**src/rtl/led_indicator_pkg.sv**
```systemverilog
// rtl/led_indicator_pkg.sv - shared types and helpers for the LED indicator controller
package led_indicator_pkg;

    typedef enum logic [2:0] {
        MODE_OFF     = 3'd0,
        MODE_ON      = 3'd1,
        MODE_BLINK   = 3'd2,
        MODE_HEART   = 3'd3,
        MODE_ONESHOT = 3'd4
    } mode_e;

    function automatic int calc_div(input int clk_freq, input int tick_hz);
        return clk_freq / tick_hz;
    endfunction

    function automatic int tick_w(input int div);
        return (div > 1) ? $clog2(div) : 1;
    endfunction

    // Encodings 5..7 are not valid modes and collapse to OFF.
    function automatic mode_e decode_mode(input logic [2:0] m);
        return (m > 3'd4) ? MODE_OFF : mode_e'(m);
    endfunction

endpackage

```
**src/rtl/led_indicator_ctrl_if.sv**
```systemverilog
// rtl/led_indicator_ctrl_if.sv - single-cycle configuration write port and phase sync
interface led_indicator_ctrl_if #(
    parameter int NUM_CH   = 8,
    parameter int PERIOD_W = 16,
    parameter int PWM_BITS = 8
);
    localparam int CH_W = (NUM_CH > 1) ? $clog2(NUM_CH) : 1;

    logic                cfg_we;
    logic [CH_W-1:0]     cfg_ch;
    logic [2:0]          cfg_mode;
    logic [PERIOD_W-1:0] cfg_period;
    logic [PWM_BITS-1:0] cfg_duty;
    logic                sync;

    modport master (
        output cfg_we, cfg_ch, cfg_mode, cfg_period, cfg_duty, sync
    );

    modport slave (
        input cfg_we, cfg_ch, cfg_mode, cfg_period, cfg_duty, sync
    );

endinterface

```
**src/rtl/led_indicator_channel.sv**
```systemverilog
// rtl/led_indicator_channel.sv - one LED channel: mode/period/duty state, phase counter, output register
module led_indicator_channel
    import led_indicator_pkg::*;
#(
    parameter int PERIOD_W = 16,
    parameter int PWM_BITS = 8
) (
    input  logic                clk_i,
    input  logic                rst_ni,
    input  logic                tick_i,
    input  logic                sync_i,
    input  logic                we_i,
    input  logic [2:0]          mode_i,
    input  logic [PERIOD_W-1:0] period_i,
    input  logic [PWM_BITS-1:0] duty_i,
    input  logic [PWM_BITS-1:0] pwm_cnt_i,
    output logic                led_o,
    output logic                done_o
);

    mode_e               mode_q, mode_d;
    logic [PERIOD_W-1:0] period_q, period_d;
    logic [PWM_BITS-1:0] duty_q, duty_d;
    logic [PERIOD_W-1:0] cnt_q, cnt_d;
    logic                led_q, led_d;
    logic                done_q, done_d;

    logic                at_end;
    logic                expire;
    logic                phase_on;
    logic [PERIOD_W+1:0] p3_8;

    always_comb begin
        at_end = (period_q == '0) || (cnt_q == period_q - PERIOD_W'(1));
        // A sync cycle swallows the tick, so a ONESHOT cannot expire on it either.
        expire = tick_i && !sync_i && (mode_q == MODE_ONESHOT) && at_end;
        p3_8   = ({1'b0, period_q, 1'b0} + {2'b00, period_q}) >> 3;

        phase_on = 1'b0;
        case (mode_q)
            MODE_ON:      phase_on = 1'b1;
            MODE_BLINK:   phase_on = (period_q < PERIOD_W'(2)) || (cnt_q < (period_q >> 1));
            MODE_HEART:   phase_on = (period_q < PERIOD_W'(8))
                                  || (cnt_q < (period_q >> 3))
                                  || ((cnt_q >= (period_q >> 2)) && ({2'b00, cnt_q} < p3_8));
            MODE_ONESHOT: phase_on = 1'b1;
            default:      phase_on = 1'b0;
        endcase

        mode_d   = mode_q;
        period_d = period_q;
        duty_d   = duty_q;
        cnt_d    = cnt_q;

        if (we_i) begin
            mode_d   = decode_mode(mode_i);
            period_d = period_i;
            duty_d   = duty_i;
            cnt_d    = '0;
        end else begin
            if (expire) begin
                mode_d = MODE_OFF;
            end
            if (sync_i) begin
                cnt_d = '0;
            end else if (tick_i) begin
                cnt_d = at_end ? '0 : cnt_q + PERIOD_W'(1);
            end
        end

        led_d  = phase_on && (pwm_cnt_i < duty_q);
        done_d = expire && !we_i;
    end

    always_ff @(posedge clk_i or negedge rst_ni) begin
        if (!rst_ni) begin
            mode_q   <= MODE_OFF;
            period_q <= '0;
            duty_q   <= '0;
            cnt_q    <= '0;
            led_q    <= 1'b0;
            done_q   <= 1'b0;
        end else begin
            mode_q   <= mode_d;
            period_q <= period_d;
            duty_q   <= duty_d;
            cnt_q    <= cnt_d;
            led_q    <= led_d;
            done_q   <= done_d;
        end
    end

    assign led_o  = led_q;
    assign done_o = done_q;

endmodule

```
**src/rtl/led_indicator_ctrl.sv**
```systemverilog
// rtl/led_indicator_ctrl.sv - multi-channel LED controller top: prescaler, shared PWM counter, write decode
module led_indicator_ctrl
    import led_indicator_pkg::*;
#(
    parameter int NUM_CH   = 8,
    parameter int CLK_FREQ = 25_000_000,
    parameter int TICK_HZ  = 1000,
    parameter int PERIOD_W = 16,
    parameter int PWM_BITS = 8
) (
    input  logic                    clk_i,
    input  logic                    rst_ni,
    led_indicator_ctrl_if.slave     cfg,
    output logic [NUM_CH-1:0]       led_o,
    output logic [NUM_CH-1:0]       done_o
);

    localparam int DIV    = calc_div(CLK_FREQ, TICK_HZ);
    localparam int TICK_W = tick_w(DIV);
    localparam int CH_W   = (NUM_CH > 1) ? $clog2(NUM_CH) : 1;

    if (DIV < 2) begin : g_div_chk
        $error("led_indicator_ctrl: CLK_FREQ/TICK_HZ must be at least 2");
    end
    if (NUM_CH < 1 || NUM_CH > 32) begin : g_ch_chk
        $error("led_indicator_ctrl: NUM_CH must be in 1..32");
    end

    logic [TICK_W-1:0]   presc_q, presc_d;
    logic [PWM_BITS-1:0] pwm_q, pwm_d;
    logic                tick;

    always_comb begin
        tick    = (presc_q == TICK_W'(DIV - 1));
        presc_d = tick ? '0 : presc_q + TICK_W'(1);
        pwm_d   = pwm_q + PWM_BITS'(1);
    end

    always_ff @(posedge clk_i or negedge rst_ni) begin
        if (!rst_ni) begin
            presc_q <= '0;
            pwm_q   <= '0;
        end else begin
            presc_q <= presc_d;
            pwm_q   <= pwm_d;
        end
    end

    // Channel indices with no instance never match, so out-of-range writes drop out.
    for (genvar i = 0; i < NUM_CH; i++) begin : g_ch
        logic we_ch;
        assign we_ch = cfg.cfg_we && (cfg.cfg_ch == CH_W'(i));

        led_indicator_channel #(
            .PERIOD_W (PERIOD_W),
            .PWM_BITS (PWM_BITS)
        ) u_ch (
            .clk_i     (clk_i),
            .rst_ni    (rst_ni),
            .tick_i    (tick),
            .sync_i    (cfg.sync),
            .we_i      (we_ch),
            .mode_i    (cfg.cfg_mode),
            .period_i  (cfg.cfg_period),
            .duty_i    (cfg.cfg_duty),
            .pwm_cnt_i (pwm_q),
            .led_o     (led_o[i]),
            .done_o    (done_o[i])
        );
    end

endmodule

```
**src/flat_wrapper.sv**
```systemverilog
// flat-port wrapper written by rule: the top's interface ports become plain ports
module led_indicator_ctrl_flat import led_indicator_pkg::*;
#(
    parameter int NUM_CH   = 8,
    parameter int CLK_FREQ = 25_000_000,
    parameter int TICK_HZ  = 1000,
    parameter int PERIOD_W = 16,
    parameter int PWM_BITS = 8
)
  (clk_i, rst_ni, led_o, done_o, cfg_cfg_we, cfg_cfg_ch, cfg_cfg_mode, cfg_cfg_period, cfg_cfg_duty, cfg_sync);
  led_indicator_ctrl_if #(.NUM_CH(NUM_CH), .PERIOD_W(PERIOD_W), .PWM_BITS(PWM_BITS)) cfg_i ();
  input  logic clk_i;
  input  logic rst_ni;
  output logic [NUM_CH-1:0] led_o;
  output logic [NUM_CH-1:0] done_o;
  input wire logic [$bits(cfg_i.cfg_we)-1:0] cfg_cfg_we;
  input wire logic [$bits(cfg_i.cfg_ch)-1:0] cfg_cfg_ch;
  input wire logic [$bits(cfg_i.cfg_mode)-1:0] cfg_cfg_mode;
  input wire logic [$bits(cfg_i.cfg_period)-1:0] cfg_cfg_period;
  input wire logic [$bits(cfg_i.cfg_duty)-1:0] cfg_cfg_duty;
  input wire logic [$bits(cfg_i.sync)-1:0] cfg_sync;
  assign cfg_i.cfg_we = cfg_cfg_we;
  assign cfg_i.cfg_ch = cfg_cfg_ch;
  assign cfg_i.cfg_mode = cfg_cfg_mode;
  assign cfg_i.cfg_period = cfg_cfg_period;
  assign cfg_i.cfg_duty = cfg_cfg_duty;
  assign cfg_i.sync = cfg_sync;
  led_indicator_ctrl #(.NUM_CH(NUM_CH), .CLK_FREQ(CLK_FREQ), .TICK_HZ(TICK_HZ), .PERIOD_W(PERIOD_W), .PWM_BITS(PWM_BITS)) u_core (.clk_i(clk_i), .rst_ni(rst_ni), .cfg(cfg_i), .led_o(led_o), .done_o(done_o));
endmodule
```
**config.mk**
```make
export PLATFORM = sky130hd
export DESIGN_NAME = led_indicator_ctrl_flat
export DESIGN_NICKNAME = d
export VERILOG_FILES = /design/src/rtl/led_indicator_pkg.sv /design/src/rtl/led_indicator_ctrl_if.sv /design/src/rtl/led_indicator_channel.sv /design/src/rtl/led_indicator_ctrl.sv /design/src/flat_wrapper.sv
export SDC_FILE = /design/constraint.sdc
export NUM_CORES = 2
export LEC_CHECK = 0
export ABC_AREA = 1
export ABC_CLOCK_PERIOD_IN_PS = 9040
export BUFFER_PORTS_ARGS = -buffer_cell sky130_fd_sc_hd__buf_2
export CORE_MARGIN = 2
export CORE_UTILIZATION = 45
export CTS_CLUSTER_DIAMETER = 40
export DETAILED_ROUTE_END_ITERATION = 8
export GPL_ROUTABILITY_DRIVEN = 0
export SETUP_SLACK_MARGIN = 0.05
export SLEW_MARGIN = 25
export SYNTH_ARGS = -nofsm -noshare
export SYNTH_HDL_FRONTEND = slang
export SYNTH_SLANG_ARGS = --single-unit
```
**constraint.sdc**
```tcl
create_clock -name clk_i -period 9.04 [get_ports clk_i]
set_input_delay 1.808 -clock clk_i [delete_from_list [all_inputs] [get_ports clk_i]]
set_output_delay 1.808 -clock clk_i [all_outputs]
set_load 0.02 [all_outputs]
```
# Word-level counts from Yosys, hierarchy flattened
# Cells that the tools add are included.
dict set report word_totals {
  regBits 383
  latchBits 0
  ram_bits 0
  mem_bits_ro 0
  in_bits 34
  output_inout_bits 16
  mem_count 0
}
dict set report op_classes {
  n_addsub 26
  n_mul 0
  div 0
  magnitude_cmp 57
  n_eq_ne 48
  shift 0
  muxes 58
  bitwise 0
  reduce_logical 123
}
# op n
set op_table {}
lappend op_table {{$mux 16} 32}
lappend op_table {{$lt 16x15->1} 16}
lappend op_table {{$add 17x16->18} 8}
lappend op_table {{$add 16x1->16 const B} 8}
lappend op_table {{$eq 16x16->1} 8}
lappend op_table {{$ge 16x14->1} 8}
lappend op_table {{$logic_not 16->1} 8}
lappend op_table {{$lt 16x13->1} 8}
lappend op_table {{$lt 16x2->1 const B} 8}
lappend op_table {{$lt 16x4->1 const B} 8}
lappend op_table {{$sub 16x1->16 const B} 8}
lappend op_table {{$lt 8x8->1} 8}
lappend op_table {{$eq 3x2->1 const B} 18}
lappend op_table {{$mux 3} 17}
lappend op_table {{$logic_and 1x1->1} 49}
lappend op_table {{$eq 3x3->1 const B} 12}
lappend op_table {{$logic_or 1x1->1} 32}
lappend op_table {{$eq 3x1->1 const B} 9}
lappend op_table {{$pmux 1 s3} 8}
lappend op_table {{$reduce_bool 3->1} 8}
lappend op_table {{$reduce_bool 2->1} 8}
lappend op_table {{$reduce_or 2->1} 8}
lappend op_table {{$add 15x1->15 const B} 1}
lappend op_table {{$eq 15x15->1 const B} 1}
lappend op_table {{5 further kinds} 13}

# Depth between registers and ports, before layout
dict set report depth {
  ltp_word 7
  mapped_depth 23
  mapped_depth_nobuf 23
}

# Hierarchy
# From an unflattened synthesis, not the netlist that was laid out.
dict set report hier_totals {
  hier_cells 5046
  hier_area_um2 39356.5
}
# module n_inst cells_per_inst area_each_um2 seq_area_each_um2
set by_module_without_submodules {}
lappend by_module_without_submodules {{led_indicator_channel (u_core.g_ch[2].u_ch ...)} 3 604 4755.8 1126.1}
lappend by_module_without_submodules {{led_indicator_channel (u_core.g_ch[4].u_ch)} 1 668 4994.8 1126.1}
lappend by_module_without_submodules {{led_indicator_channel (u_core.g_ch[0].u_ch)} 1 612 4782.1 1126.1}
lappend by_module_without_submodules {{led_indicator_channel (u_core.g_ch[1].u_ch)} 1 601 4732.0 1126.1}
lappend by_module_without_submodules {{led_indicator_channel (u_core.g_ch[7].u_ch)} 1 595 4683.2 1126.1}
lappend by_module_without_submodules {{led_indicator_channel (u_core.g_ch[5].u_ch)} 1 595 4677.0 1126.1}
lappend by_module_without_submodules {led_indicator_ctrl 1 163 1219.9 575.6}

# Worst setup path after synthesis
# No wires, ideal clock.
dict set report synth_timing {
  path_kind {input-to-reg}
  from {input port cfg_cfg_ch[0]}
  to {register u_core.g_ch[5].u_ch.cnt_q[7]}
  setup_time_ns 0.127
  arrival_time_ns 2.854
  required_ns 8.913
  slack_ns 6.059
  stages 10
  cell_sequence {inv_1 nor2_1 inv_1 nor2_1 inv_1 nand4_1 inv_1 buf_2 nand2_1 o21ai_0}
}
dict set report synth_between {
  elab_chain_len 3
  elab_cells_between_ends 4
  cone_classes {eq/ne (1); mux (1); reduce/logical (2)}
}
# item line_no
set synth_rtl {}
lappend synth_rtl {{start: declaration} flat_wrapper.sv:17} ;# input wire logic [$bits(cfg_i.cfg_ch)-1:0] cfg_cfg_ch;
lappend synth_rtl {{$eq 3x3->1 *} led_indicator_ctrl.sv:52} ;# assign we_ch = cfg.cfg_we && (cfg.cfg_ch == CH_W'(i));
lappend synth_rtl {{$logic_and 1x1->1 *} led_indicator_ctrl.sv:52}
lappend synth_rtl {{$reduce_bool 3->1 (no line) or $mux 16 (tied branches)} -}
lappend synth_rtl {{end signal: assignment} led_indicator_channel.sv:87} ;# cnt_q <= cnt_d;
lappend synth_rtl {{end: declaration} led_indicator_channel.sv:24} ;# logic [PERIOD_W-1:0] cnt_q, cnt_d;
# Every way passes the cells marked *; elsewhere a longest branch is shown, timed or not.
# A chain may end at the register's enable or synchronous reset.

# Worst setup path in the final report
dict set report layout_timing {
  from {register u_core.g_ch[4].u_ch.period_q[2]}
  to {register u_core.g_ch[4].u_ch.led_q}
}
dict set report layout_between {
  elab_chain_len 6
  elab_cells_between_ends 12
  cone_classes {add/sub (1); order compare (5); mux (1); reduce/logical (5)}
}
# item line_no
set layout_rtl {}
lappend layout_rtl {{start: declaration} led_indicator_channel.sv:22} ;# logic [PERIOD_W-1:0] period_q, period_d;
lappend layout_rtl {{start signal: assignment} led_indicator_channel.sv:85} ;# period_q <= period_d;
lappend layout_rtl {{$add 17x16->18} led_indicator_channel.sv:37} ;# p3_8 = ({1'b0, period_q, 1'b0} + {2'b00, period_q}) >> 3;
lappend layout_rtl {{$lt 16x15->1} led_indicator_channel.sv:45} ;# || ((cnt_q >= (period_q >> 2)) && ({2'b00, cnt_q} < p3_8));
lappend layout_rtl {{$logic_and 1x1->1} led_indicator_channel.sv:45}
lappend layout_rtl {{$logic_or 1x1->1} led_indicator_channel.sv:45}
lappend layout_rtl {{$pmux 1 s3 *} led_indicator_channel.sv:40} ;# case (mode_q)
lappend layout_rtl {{$logic_and 1x1->1 *} led_indicator_channel.sv:71} ;# led_d = phase_on && (pwm_cnt_i < duty_q);
lappend layout_rtl {{named net u_core.g_ch[4].u_ch.led_d} led_indicator_channel.sv:25} ;# logic led_q, led_d;
lappend layout_rtl {{end signal: assignment} led_indicator_channel.sv:88} ;# led_q <= led_d;
lappend layout_rtl {{end: declaration} led_indicator_channel.sv:25}
# Mark *: on every way through the listed nets, which the timed path passes. The rest lies on a longest branch.

==> flow_summary.ini <==
[timing]
slew_of_the_pin_with_the_lowest_slew_margin_ps = 1030
slew_headroom_pct = 30.6
layout_worst_path_cycle_share_pct = 41.9
hold_violations = 0
number_of_failing_setup_endpoints_in_the_final_timing_report = 0
fin_setup_tns_ps = 0
timing.clock.skew_ps = 32.8
finalWorstPathRequiredPeriod_ps = 3790
unrepaired_setup_endpoints_after_global_routing = no
finalHoldWorstSlack_ps = 462
final_max_slew_viol_count = 0
fmax_mhz = 264

[worst_setup_path]
crit_path_end_kind = flop
critical_path.top_delay_family = simple AND/OR/NAND/NOR gates
path_cells = inv_1, ha_1, nand2_1, nand2_1, nand2_1, nand2_1, nand2_1, nand2_1, nand2_1, nand2_1, nand2_1, nand2_1, a21boi_0, o21ai_0, xnor2_1, ha_1, nand2_1, o21ai_0, a211oi_1, nand3_1, nand3_1, nand2_1, a21oi_1
worst_ep_arrival_time_ps = 4350
path_max_fanout = 5
worst-path-buf-inv = 1
critical_path_required_ps = 9590
timing.critical_path.from_type = flop
critical-path-top-cell-by-count = nand2_1
slowest_delay_ps = 470
crit_type = reg2reg
crit_path_top_delay_cell = dfrtp_1

[floorplanning]
ios = 50
die_height_um = 300
initial_core_util_pct = 45.5
die_area_sq_um = 90200
rows = 108
chipWidth_um = 300
core-area_sq_um = 86900

[synthesis]
synth_top_cell_area_share_pct = 24.6
synth.top_cells.by_area = ha_1 25%, dfrtp_1 24%, nand2_1 12%
ys_warn_count = 0
avgSynthCellArea_sq_um = 7.50
synth_largest_area_cell = ha_1
number_of_synthesized_flops_with_an_enable_pin = 0
yosys_most_used_dff = dfrtp_1
syn-instance-count = 5271
ys_ff_latch = 383
post_synth_instance_area_sq_um = 39500
yosysSeqAreaShare_pct = 24.3
synthArstFlopShare_pct = 100
postSynthNetCount = 6083
netlist-cell-type-count = 51

[routing]
drtIter0Drc = 1960
wl_per_cell_um = 17.0
total_number_of_vias = 34500
number_of_drc_violations_after_detailed_routing = 0
route.final.wire_length_mm = 111
drt-vias-per-instance = 5.28
ant_nets = 0
drt_first_pass_iters = 5

[grt]
global_route.usage.total_pct = 24.6
grt_pass1_vias = 33100
grt_start_max_net_pins = 94
global_route.overflow_total = 0
initial_antenna_violation_count = 8
grt_first_pass_wirelength_mm = 178

[flow_run]
cap_viol_max_count = 0

[power_and_ir_drop]
totalPowerFinal_mw = 8.95
ir_drop_v = 0.000154
leakagePower_nw = 22.6
power.density_cell_area_nw_per_um2 = 204

[placement]
detailed_place_hpwl_mm = 81.7
placed_cells_incl_taps = 6366
port_buffers = 49

[clock_network]
holdBufCountCts = 0
cts_sinks = 383
htree_num_levels = 3
cts_tree = done
cts-buffers-inserted = 87
number_of_setup_buffers_added_after_cts = 0
cts.root.buffer_cell = clkbuf_16
cts_buffer_depth = 3
clock_insertion_delay_worst_skew_ps = 640
post_cts_resized = 0
worst_setup_hold_path_clk_slew_ps = 50

[final_layout]
register_area_sq_um = 9580
final_nets = 6112
nFillCells = 8525
stdcell_count = 6532
multiInputGateArea_sq_um = 27200
area_growth_syn_to_layout_pct = 11.1
finish.utilization_pct = 50.5
drive_above_1_share_pct = 5.77

[min_path]
min-delay-path-class = reg2reg

[run_status]
outcome = finished, final reports clean
## cell usage in the layout (no fill, tap or decap), types with 6 or more instances in the layout
master      netlist  routed
clkinv_4          0      12
inv_6             0      13
nand3b_1         18      18
a31oi_1          17      17
a21oi_1         339     339
clkbuf_16         0      88
o21a_1           12      12
or2_2             8       8
o21ai_1           9       9
nor2_4            6      14
nor2_1          284     269
inv_2             7       7
a211oi_1         22      22
nand3_2           6       6
xnor2_1         184     184
clkinvlp_4        0       9
dfrtp_1         383     383
nand3_1         325     325
nor3_2           10      11
o211ai_1         18      18
nor3_1           64      63
o2111ai_1         9       9
nand2_2           6       6
clkinv_2          0      13
o21ai_0         372     372
bufinv_16         0      15
nand4_1         109     109
ha_1            778     778
xor2_1          205     205
buf_4            35      15
nor2_2           15      22
a21o_1           23      23
buf_2            11      48
nand2_1        1284    1284
inv_1           574     573
a21boi_0         18      18
## per-stage QoR
stage	area, sq um	setup slack, ps
2_1_floorplan	39500	6060
3_3_place_gp	40700	5080
3_5_place_dp	40700	5030
4_1_cts	43900	5270
5_1_grt	43900	4850
6_report	43900	5250
## state kept, by name, indices dropped and copies added (netlist names)
| name | cells |
|---|---|
| u_core.g_ch.u_ch.cnt_q | 128 |
| u_core.g_ch.u_ch.done_o | 8 |
| u_core.g_ch.u_ch.duty_q | 64 |
| u_core.g_ch.u_ch.led_o | 8 |
| u_core.g_ch.u_ch.mode_q | 24 |
| u_core.g_ch.u_ch.period_q | 128 |
| u_core.presc_q | 15 |
| u_core.pwm_q | 8 |
## path summary, 6_finish.rpt
path | start | endpoint | slack [ps] | cells past startpoint
max reg2reg | u_core.g_ch[4].u_ch.period_q[2] | u_core.g_ch[4].u_ch.led_o | 5250 | 23
max | u_core.g_ch[4].u_ch.period_q[2] | u_core.g_ch[4].u_ch.led_o | 5250 | 23
min | u_core.presc_q[0] | u_core.presc_q[0] | 460 | 1
min reg2reg | u_core.presc_q[0] | u_core.presc_q[0] | 460 | 1
max in group asynchronous | rst_ni | u_core.g_ch[7].u_ch.cnt_q[7] | 6390 | 2
min in group asynchronous | rst_ni | u_core.g_ch[4].u_ch.period_q[14] | 1220 | 1
## area by class of cell
cell class	instances	area share (%)
Clock inverter	66	1.98
Inverter	582	4.98
Clock buffer	97	5.18
Multi-Input combinational cell	4181	61.9
Antenna cell	3	0.0171
Tap cell	1155	3.29
Timing Repair Buffer	65	0.863
Sequential cell	383	21.8
## report_power, final
part | total [mW] | internal, mW | leakage (nW) | switching, mW
logic | 3.41 | 1.31 | 16.2 | 2.09
registers | 2.14 | 1.92 | 4.95 | 0.215
clock network | 3.41 | 2.27 | 1.52 | 1.14
## cells in the mapped netlist (all sizes together), types with 9 or more instances
| library cell | n |
|---|---|
| a211oi | 22 |
| a21boi | 18 |
| a21o | 23 |
| a21oi | 339 |
| a31oi | 17 |
| buf | 50 |
| clkbuf | 75 |
| dfrtp | 383 |
| ha | 778 |
| inv | 581 |
| nand2 | 1290 |
| nand3 | 332 |
| nand3b | 19 |
| nand4 | 110 |
| nor2 | 305 |
| nor3 | 75 |
| o2111ai | 9 |
| o211ai | 18 |
| o21a | 12 |
| o21ai | 382 |
| or2 | 11 |
| xnor2 | 185 |
| xor2 | 205 |
## worst register-to-register path: cells and delay by family (launching register included)
family / cells / cell delay [ps]
buf+inv: 1 / 150
xor+xnor: 1 / 180
compound gates: 5 / 1100
flops: 1 / 470
fa+ha+maj: 2 / 540
simple gates: 14 / 1280
## kinds of logic (layout without fill, tap and decap cells)
kind of cell    count (synthesis)  count (layout)  synth area share, %
xor+xnor                      392             392                 8.78
other cells                     0               3                    0
fa+ha+maj                     778             778                 24.6
buf+inv                       707             810                 7.20
simple gates                 2156            2156                 23.4
flops                         383             383                 24.3
compound gates                855             855                 11.7
## per-layer routing
metal | vias to the layer above | GRT usage (%) | wire, um
met5 | - | 0 | 0
met4 | 0 | 7.75 | 2660
met3 | 146 | 3.85 | 6660
met2 | 678 | 39.4 | 49900
met1 | 16000 | 34.0 | 51800
li1 | 17600 | - | -
Note: power is estimated with default switching activity, not from simulation.
